[config.mk]
export PLATFORM = sky130hd
export DESIGN_NAME = deep_comb_op_sequencer
export DESIGN_NICKNAME = d
export VERILOG_FILES = /design/src/rtl/deep_comb_op_sequencer.sv
export SDC_FILE = /design/constraint.sdc
export NUM_CORES = 1
export LEC_CHECK = 0
export CAP_MARGIN = 0
export CORE_MARGIN = 2
export CORE_UTILIZATION = 44
export DETAILED_ROUTE_END_ITERATION = 12
export PLACE_DENSITY_LB_ADDON = 0.05
export SYNTH_ARGS = -nofsm -noshare
export SYNTH_HDL_FRONTEND = slang
export SYNTH_SLANG_ARGS = --single-unit
[constraint.sdc]
create_clock -name clk -period 3.55 [get_ports clk]
set_clock_uncertainty 0.1 [all_clocks]
set_input_delay 0.8875 -clock clk [delete_from_list [all_inputs] [get_ports clk]]
set_output_delay 0.8875 -clock clk [all_outputs]
set_load 0.02 [all_outputs]
[src/rtl/deep_comb_op_sequencer.sv]
// deep_comb_op_sequencer
// Three-state command sequencer in front of an external combinational ALU.
// A command is registered onto alu_a/alu_b/alu_sel on acceptance, held for
// an optional multiply/divide settling delay, and the ALU output is then
// captured into a response register presented with a valid/ready handshake.
// The block performs no arithmetic of its own.

module deep_comb_op_sequencer #(
    parameter int MULDIV_WAIT = 2,
    parameter int COUNT_W     = 8
) (
    input  logic               clk,
    input  logic               rst,
    input  logic               cmd_valid,
    output logic               cmd_ready,
    input  logic [7:0]         cmd_a,
    input  logic [7:0]         cmd_b,
    input  logic [3:0]         cmd_sel,
    output logic [7:0]         alu_a,
    output logic [7:0]         alu_b,
    output logic [3:0]         alu_sel,
    input  logic [7:0]         alu_result,
    output logic               rsp_valid,
    input  logic               rsp_ready,
    output logic [7:0]         rsp_data,
    output logic [3:0]         rsp_sel,
    output logic               busy,
    output logic [COUNT_W-1:0] op_count
);

    // Width of the settling counter; at least one bit even when no wait is configured.
    localparam int WAIT_W = (MULDIV_WAIT > 1) ? $clog2(MULDIV_WAIT + 1) : 1;

    localparam logic [1:0] ST_IDLE = 2'd0;
    localparam logic [1:0] ST_EXEC = 2'd1;
    localparam logic [1:0] ST_RESP = 2'd2;

    localparam logic [3:0] SEL_MUL = 4'b1011;
    localparam logic [3:0] SEL_DIV = 4'b0011;

    logic [1:0]         state_q,    state_d;
    logic [WAIT_W-1:0]  wait_cnt_q, wait_cnt_d;
    logic [7:0]         alu_a_q,    alu_a_d;
    logic [7:0]         alu_b_q,    alu_b_d;
    logic [3:0]         alu_sel_q,  alu_sel_d;
    logic [7:0]         rsp_data_q, rsp_data_d;
    logic [3:0]         rsp_sel_q,  rsp_sel_d;
    logic [COUNT_W-1:0] op_count_q, op_count_d;

    logic accept;
    logic exec_done;
    logic rsp_fire;
    logic cmd_is_muldiv;

    // Handshake and phase qualifiers shared by every register update.
    always_comb begin
        accept        = (state_q == ST_IDLE) && cmd_valid;
        exec_done     = (state_q == ST_EXEC) && (wait_cnt_q == '0);
        rsp_fire      = (state_q == ST_RESP) && rsp_ready;
        cmd_is_muldiv = (cmd_sel == SEL_MUL) || (cmd_sel == SEL_DIV);
    end

    // Next-state: IDLE -> EXEC on acceptance, EXEC -> RESP once settled, RESP -> IDLE on consumer ready.
    always_comb begin
        state_d = state_q;
        case (state_q)
            ST_IDLE: begin
                if (accept) begin
                    state_d = ST_EXEC;
                end
            end
            ST_EXEC: begin
                if (exec_done) begin
                    state_d = ST_RESP;
                end
            end
            ST_RESP: begin
                if (rsp_fire) begin
                    state_d = ST_IDLE;
                end
            end
            default: begin
                state_d = ST_IDLE;
            end
        endcase
    end

    // Settling counter: loaded at acceptance so it is valid on EXEC entry, then counts down.
    always_comb begin
        wait_cnt_d = wait_cnt_q;
        if (accept) begin
            wait_cnt_d = cmd_is_muldiv ? WAIT_W'(MULDIV_WAIT) : '0;
        end else if ((state_q == ST_EXEC) && (wait_cnt_q != '0)) begin
            wait_cnt_d = wait_cnt_q - 1'b1;
        end
    end

    // ALU operand/select registers change only when a command is accepted.
    always_comb begin
        alu_a_d   = alu_a_q;
        alu_b_d   = alu_b_q;
        alu_sel_d = alu_sel_q;
        if (accept) begin
            alu_a_d   = cmd_a;
            alu_b_d   = cmd_b;
            alu_sel_d = cmd_sel;
        end
    end

    // Response registers capture the ALU output unmodified at the end of EXEC and hold through RESP.
    always_comb begin
        rsp_data_d = rsp_data_q;
        rsp_sel_d  = rsp_sel_q;
        if (exec_done) begin
            rsp_data_d = alu_result;
            rsp_sel_d  = alu_sel_q;
        end
    end

    // Completed-response counter, wraps naturally at all-ones.
    always_comb begin
        op_count_d = op_count_q;
        if (rsp_fire) begin
            op_count_d = op_count_q + 1'b1;
        end
    end

    // State registers with synchronous reset taking priority over all handshakes.
    always_ff @(posedge clk) begin
        if (rst) begin
            state_q    <= ST_IDLE;
            wait_cnt_q <= '0;
            alu_a_q    <= '0;
            alu_b_q    <= '0;
            alu_sel_q  <= '0;
            rsp_data_q <= '0;
            rsp_sel_q  <= '0;
            op_count_q <= '0;
        end else begin
            state_q    <= state_d;
            wait_cnt_q <= wait_cnt_d;
            alu_a_q    <= alu_a_d;
            alu_b_q    <= alu_b_d;
            alu_sel_q  <= alu_sel_d;
            rsp_data_q <= rsp_data_d;
            rsp_sel_q  <= rsp_sel_d;
            op_count_q <= op_count_d;
        end
    end

    assign cmd_ready = (state_q == ST_IDLE);
    assign rsp_valid = (state_q == ST_RESP);
    assign busy      = (state_q != ST_IDLE);
    assign alu_a     = alu_a_q;
    assign alu_b     = alu_b_q;
    assign alu_sel   = alu_sel_q;
    assign rsp_data  = rsp_data_q;
    assign rsp_sel   = rsp_sel_q;
    assign op_count  = op_count_q;

endmodule

* Yosys cells after proc, flatten, opt, wreduce, memory -nomap -nowiden
Index checks and enable logic that the tools add are counted.
** Word-level totals
- Register bits :: 44
- Latch bits :: 0
- RAM bits :: 0
- Memory bits (read-only) :: 0
- Input bits :: 32
- Output and inout bits :: 43
- Word-level logic and storage cells :: 35
- Memories kept :: 0
** Operators by class
- $add $sub $neg :: 2
- $mul :: 0
- Div/mod/pow operators :: 0
- Order comparisons :: 0
- Equality and inequality tests :: 7
- Shift-type cells :: 0
- Muxes and demuxes :: 7
- Bitwise gates (word level) :: 0
- Reductions and logical operators :: 11
** Operator list (number)
- 2-bit 2-to-1 mux :: 6
- 8-bit by 1-bit adder with 8-bit output (second input constant) :: 1
- 2-bit case mux with 3 select lines :: 1
- 2-bit nonzero test :: 3
- 4-bit by 2-bit == test with 1-bit output (second input constant) :: 1
- 4-bit == test (second input constant) :: 1
- 1-bit logical AND :: 4
- 2-bit logical NOT :: 2
- 2-bit by 1-bit inequality test with 1-bit output (second input constant) :: 2
- 3-bit AND reduction :: 1
- 2-bit by 1-bit == test with 1-bit output (second input constant) :: 1
- 2-bit == test (second input constant) :: 1
- 2-bit inequality test (second input constant) :: 1
- 2-bit by 1-bit subtractor with 2-bit output (second input constant) :: 1
- 1-bit logical OR :: 1

* Longest topological paths before layout
- Depth in word-level cells :: 4
- Depth in mapped cells :: 6
- Depth with buffers taken out :: 5

* Least setup slack after synthesis
No wires, ideal clock.
- Kind :: reg2out
- Start :: reg state_q[1]
- End :: out busy
- Data arrival time :: 1.009 ns
- Required time :: 2.562 ns
- Slack :: 1.554 ns
- Stages on the path, launching flop included :: 4
- Buffers on the path :: 1
- Cells stage by stage :: dfxtp_1 buf_2 nor2_1 inv_1
** On the way
- Longest elaborated chain between the ends :: 1
** Ends and longest elaborated chain
- start, declared :: RTL line 41 : logic [1:0] state_q, state_d;
- start signal, assigned :: RTL line 140 : state_q <= state_d;
- 2-bit nonzero test :: RTL line 153 : assign busy = (state_q != ST_IDLE);
- end, declared :: RTL line 27 : output logic busy,
No other way between the ends.

* Worst setup path in the final report
- Start :: reg state_q[1]
- End :: out rsp_valid
** On the way
- Longest elaborated chain between the ends :: 1
** Ends and longest elaborated chain
- 2-bit == test :: RTL line 152 : assign rsp_valid = (state_q == ST_RESP);
- end, declared :: RTL line 23 : output logic rsp_valid,
No other way between the ends.

==> metrics <==
combinational power share 23.1%; # IOs 75; postcts setup bufs 0; Tcrit/Tclk final 77.68%; Yosys reg bits 44; CTS buffer count 5; Post-layout nets 312; CTS tree done; CP startpoint kind register; standard-cell rows 22; CTS H-tree lvls 2; ANT nets after route 0; Synth area leaders dfxtp_1 51%, nand2_1 15%, a21oi_1 11%; Critical Path AT 1.77 ns; number of port buffers 74; DRT Pass-1 Iters 4; GPL Wtd Cong 0.7094; Design Power 0.001132 W; die width 66.40 um; required time worst endpoint 2.56 ns; die area 0.004408 mm^2; global-route wire length before repair 6.285 mm; Die H 66.40 um; count of cell types in the netlist 28; M3 GR Usage 5.451%; area grow syn2layout 49.45%; core box area 0.003689 mm^2; met2 usage 31.25%; status finished clean; Synth top area share 51.42%; final setup TNS 0 ns; Max-Cap Viols 0; Finished Core Util 69.40%; PwrDens 442.1 mW/mm^2; Cells after DPL 319; number of antenna diodes 0; Worst path top cell family by delay buffers and inverters; largest net degree at the start of global routing 45; Remaining DRCs 0; CTS Sinks 44; vias in the first global route 1442; Net Sw Frac 28.05%; post-synthesis xor/xnor area fraction 1.023%; Fin. Hold Viols 0; Worst Max-Slew Pin Slew 0.6701 ns; gr ovfl total 0; Slew headroom 55.33%; max-slew violation count 0; drt initial violations 82; post-synth top area cell dfxtp_1; Worst Path Buf+Inv 1; CP Class reg2out; WL/cell 11.63 um; net load switching power 0.0003174 W; Pint 0.0008144 W; Adder-Cell Fraction of Synth Area 1.461%; Clock Tree Buf Depth 2; Non-Filler Instances 327; Final min period 2.758 ns; Compound-Gate Fraction of Synth Area 14.76%; initial antenna violation count 0; Cell Area, Synth 0.001713 mm^2; register area share after synthesis 51.42%; Clock Latency Late Sink 0.29 ns; Post-CTS Hold Fix Bufs 0; Reg power frac 48.9%; Pleak 0.9568 nW; Post-Syn Instances 208; slowest CP cell clkdlybuf4s50_1; critical path capture point type output pin; Ys Warns 0; syn nets 242; Fmax achieved 362.6 MHz; final-report setup violation count 0; # fillers 328; VDD IR max 0.2597 mV; clk slew on worst S/H paths 0.08 ns; number of synthesized flops with an enable pin 0; Post-Syn Area per Cell 8.235 um^2; Clock Tree Root clkbuf_8; met1 usage 22.06%; FFs w/ async S/R, synth 0%; Clk pwr share 27.9%; worst hold path type reg2reg; largest family of logic cells by synthesized area simple AND/OR/NAND/NOR gates; crit-path max cell delay 0.64 ns; GR peak layer met2; mux contribution to synthesized area 1.169%; routed wire length 3.804 mm; Primary FF master, synth dfxtp_1; share of post-route cells with drive strength above 1 5.018%; gr usage total 18.61%; RSZ-0062 raised after global routing false; HPWL Detailed 2.602 mm; vias per cell 4.826; Synth Area in Simple Gates 25.86%; Post-CTS Resized 0; worst-path fanout max 11; CP cell instances nor2b_1 -> clkdlybuf4s50_1; total number of vias 1578; Initial Util 46.44%
## sequential cells by signal, indices dropped and copies added, names as in the netlist
| name | count |
|---|---|
| alu_a | 8 |
| alu_b | 8 |
| op_count | 8 |
| rsp_data | 8 |
| alu_sel | 4 |
| rsp_sel | 4 |
| state_q | 2 |
| wait_cnt_q | 2 |
## synthesized netlist by cell type (2+ instances only)
cell       n
and2_1     2
xor2_1     2
inv_1      4
buf_2      7
ha_1       2
o21ai_0    5
nor2_1     4
nand2_1   68
clkbuf_1   5
or3_2      3
mux2i_1    2
a21oi_1   39
o31ai_1    2
nand4_1    2
or4_1      2
nor3_1     2
nand3b_1   3
dfxtp_1   44
## layout by cell type (no fill, tap or decap), types with 3 or more instances in the layout
cell             synthesis  layout
clkdlybuf4s50_1          0      74
o21ai_0                  5       5
clkbuf_8                 0       6
dfxtp_1                 44      44
nand2_1                 68      68
a21oi_1                 39      39
nor2_1                   4       4
nand3b_1                 3       3
or3_2                    3       3
inv_1                    4       4
## path summary, 6_finish.rpt
kind,startpoint,endpoint,slack [ns],depth (start not counted)
min reg2reg,alu_b[7]$_SDFFE_PP0P_,alu_b[7]$_SDFFE_PP0P_,0.35,2
max,state_q[1]$_SDFFE_PP0P_,rsp_valid,0.79,2
min,alu_b[7]$_SDFFE_PP0P_,alu_b[7]$_SDFFE_PP0P_,0.35,2
max reg2reg,state_q[1]$_SDFFE_PP0P_,alu_a[2]$_SDFFE_PP0P_,1.87,3
## tightest hold or removal path, cell delays in order, from the launching register on
cell and delay (ns):
dfxtp_1 0.31, nand2_1 0.05, a21oi_1 0.05
## per-stage QoR
step | hold slack [ns] | setup slack, ns | area (um^2)
5_1_grt | 0.3729 | 0.6848 | 2560
3_3_place_gp | 0.3415 | 0.9841 | 2470
2_1_floorplan | 0.3578 | 1.554 | 1713
6_report | 0.3549 | 0.7924 | 2560
3_5_place_dp | 0.3457 | 0.9457 | 2470
4_1_cts | 0.3563 | 0.7936 | 2560
## layer usage
layer | routed length (um) | vias up
met3 | 249 | 7
met1 | 1699 | 684
li1 | - | 840
met5 | 0 | -
met2 | 1801 | 47
met4 | 55 | 0
## power groups by stage
| stage | clock network [W] | logic (W) | registers, W |
|---|---|---|---|
| after global routing | 0.000346 | 0.000289 | 0.000559 |
| final | 0.000316 | 0.000262 | 0.000554 |
| after CTS | 0.000328 | 0.000265 | 0.000554 |
| after global placement | 0 | 0.000261 | 0.000564 |
| after floorplan | 0 | 0.000114 | 0.000594 |
| after detailed placement | 0 | 0.000264 | 0.000565 |
## area by class of cell
| type | instances | area [um^2] | share of cell area (%) |
|---|---|---|---|
| timing repair buffer | 76 | 755.7 | 29.52 |
| sequential | 44 | 880.8 | 34.41 |
| inverter | 4 | 15.01 | 0.5865 |
| multi-input combinational | 147 | 758.2 | 29.62 |
| clock buffer | 8 | 90.09 | 3.519 |
| tap | 48 | 60.06 | 2.346 |
## cells by family after synthesis
kind of cell,Yosys count
simple gates,93
compound gates,48
flops,44
buf+inv,17
xor+xnor,2
mux,2
fa+ha+maj,2
No activity file was read; power rests on OpenSTA's default activity.
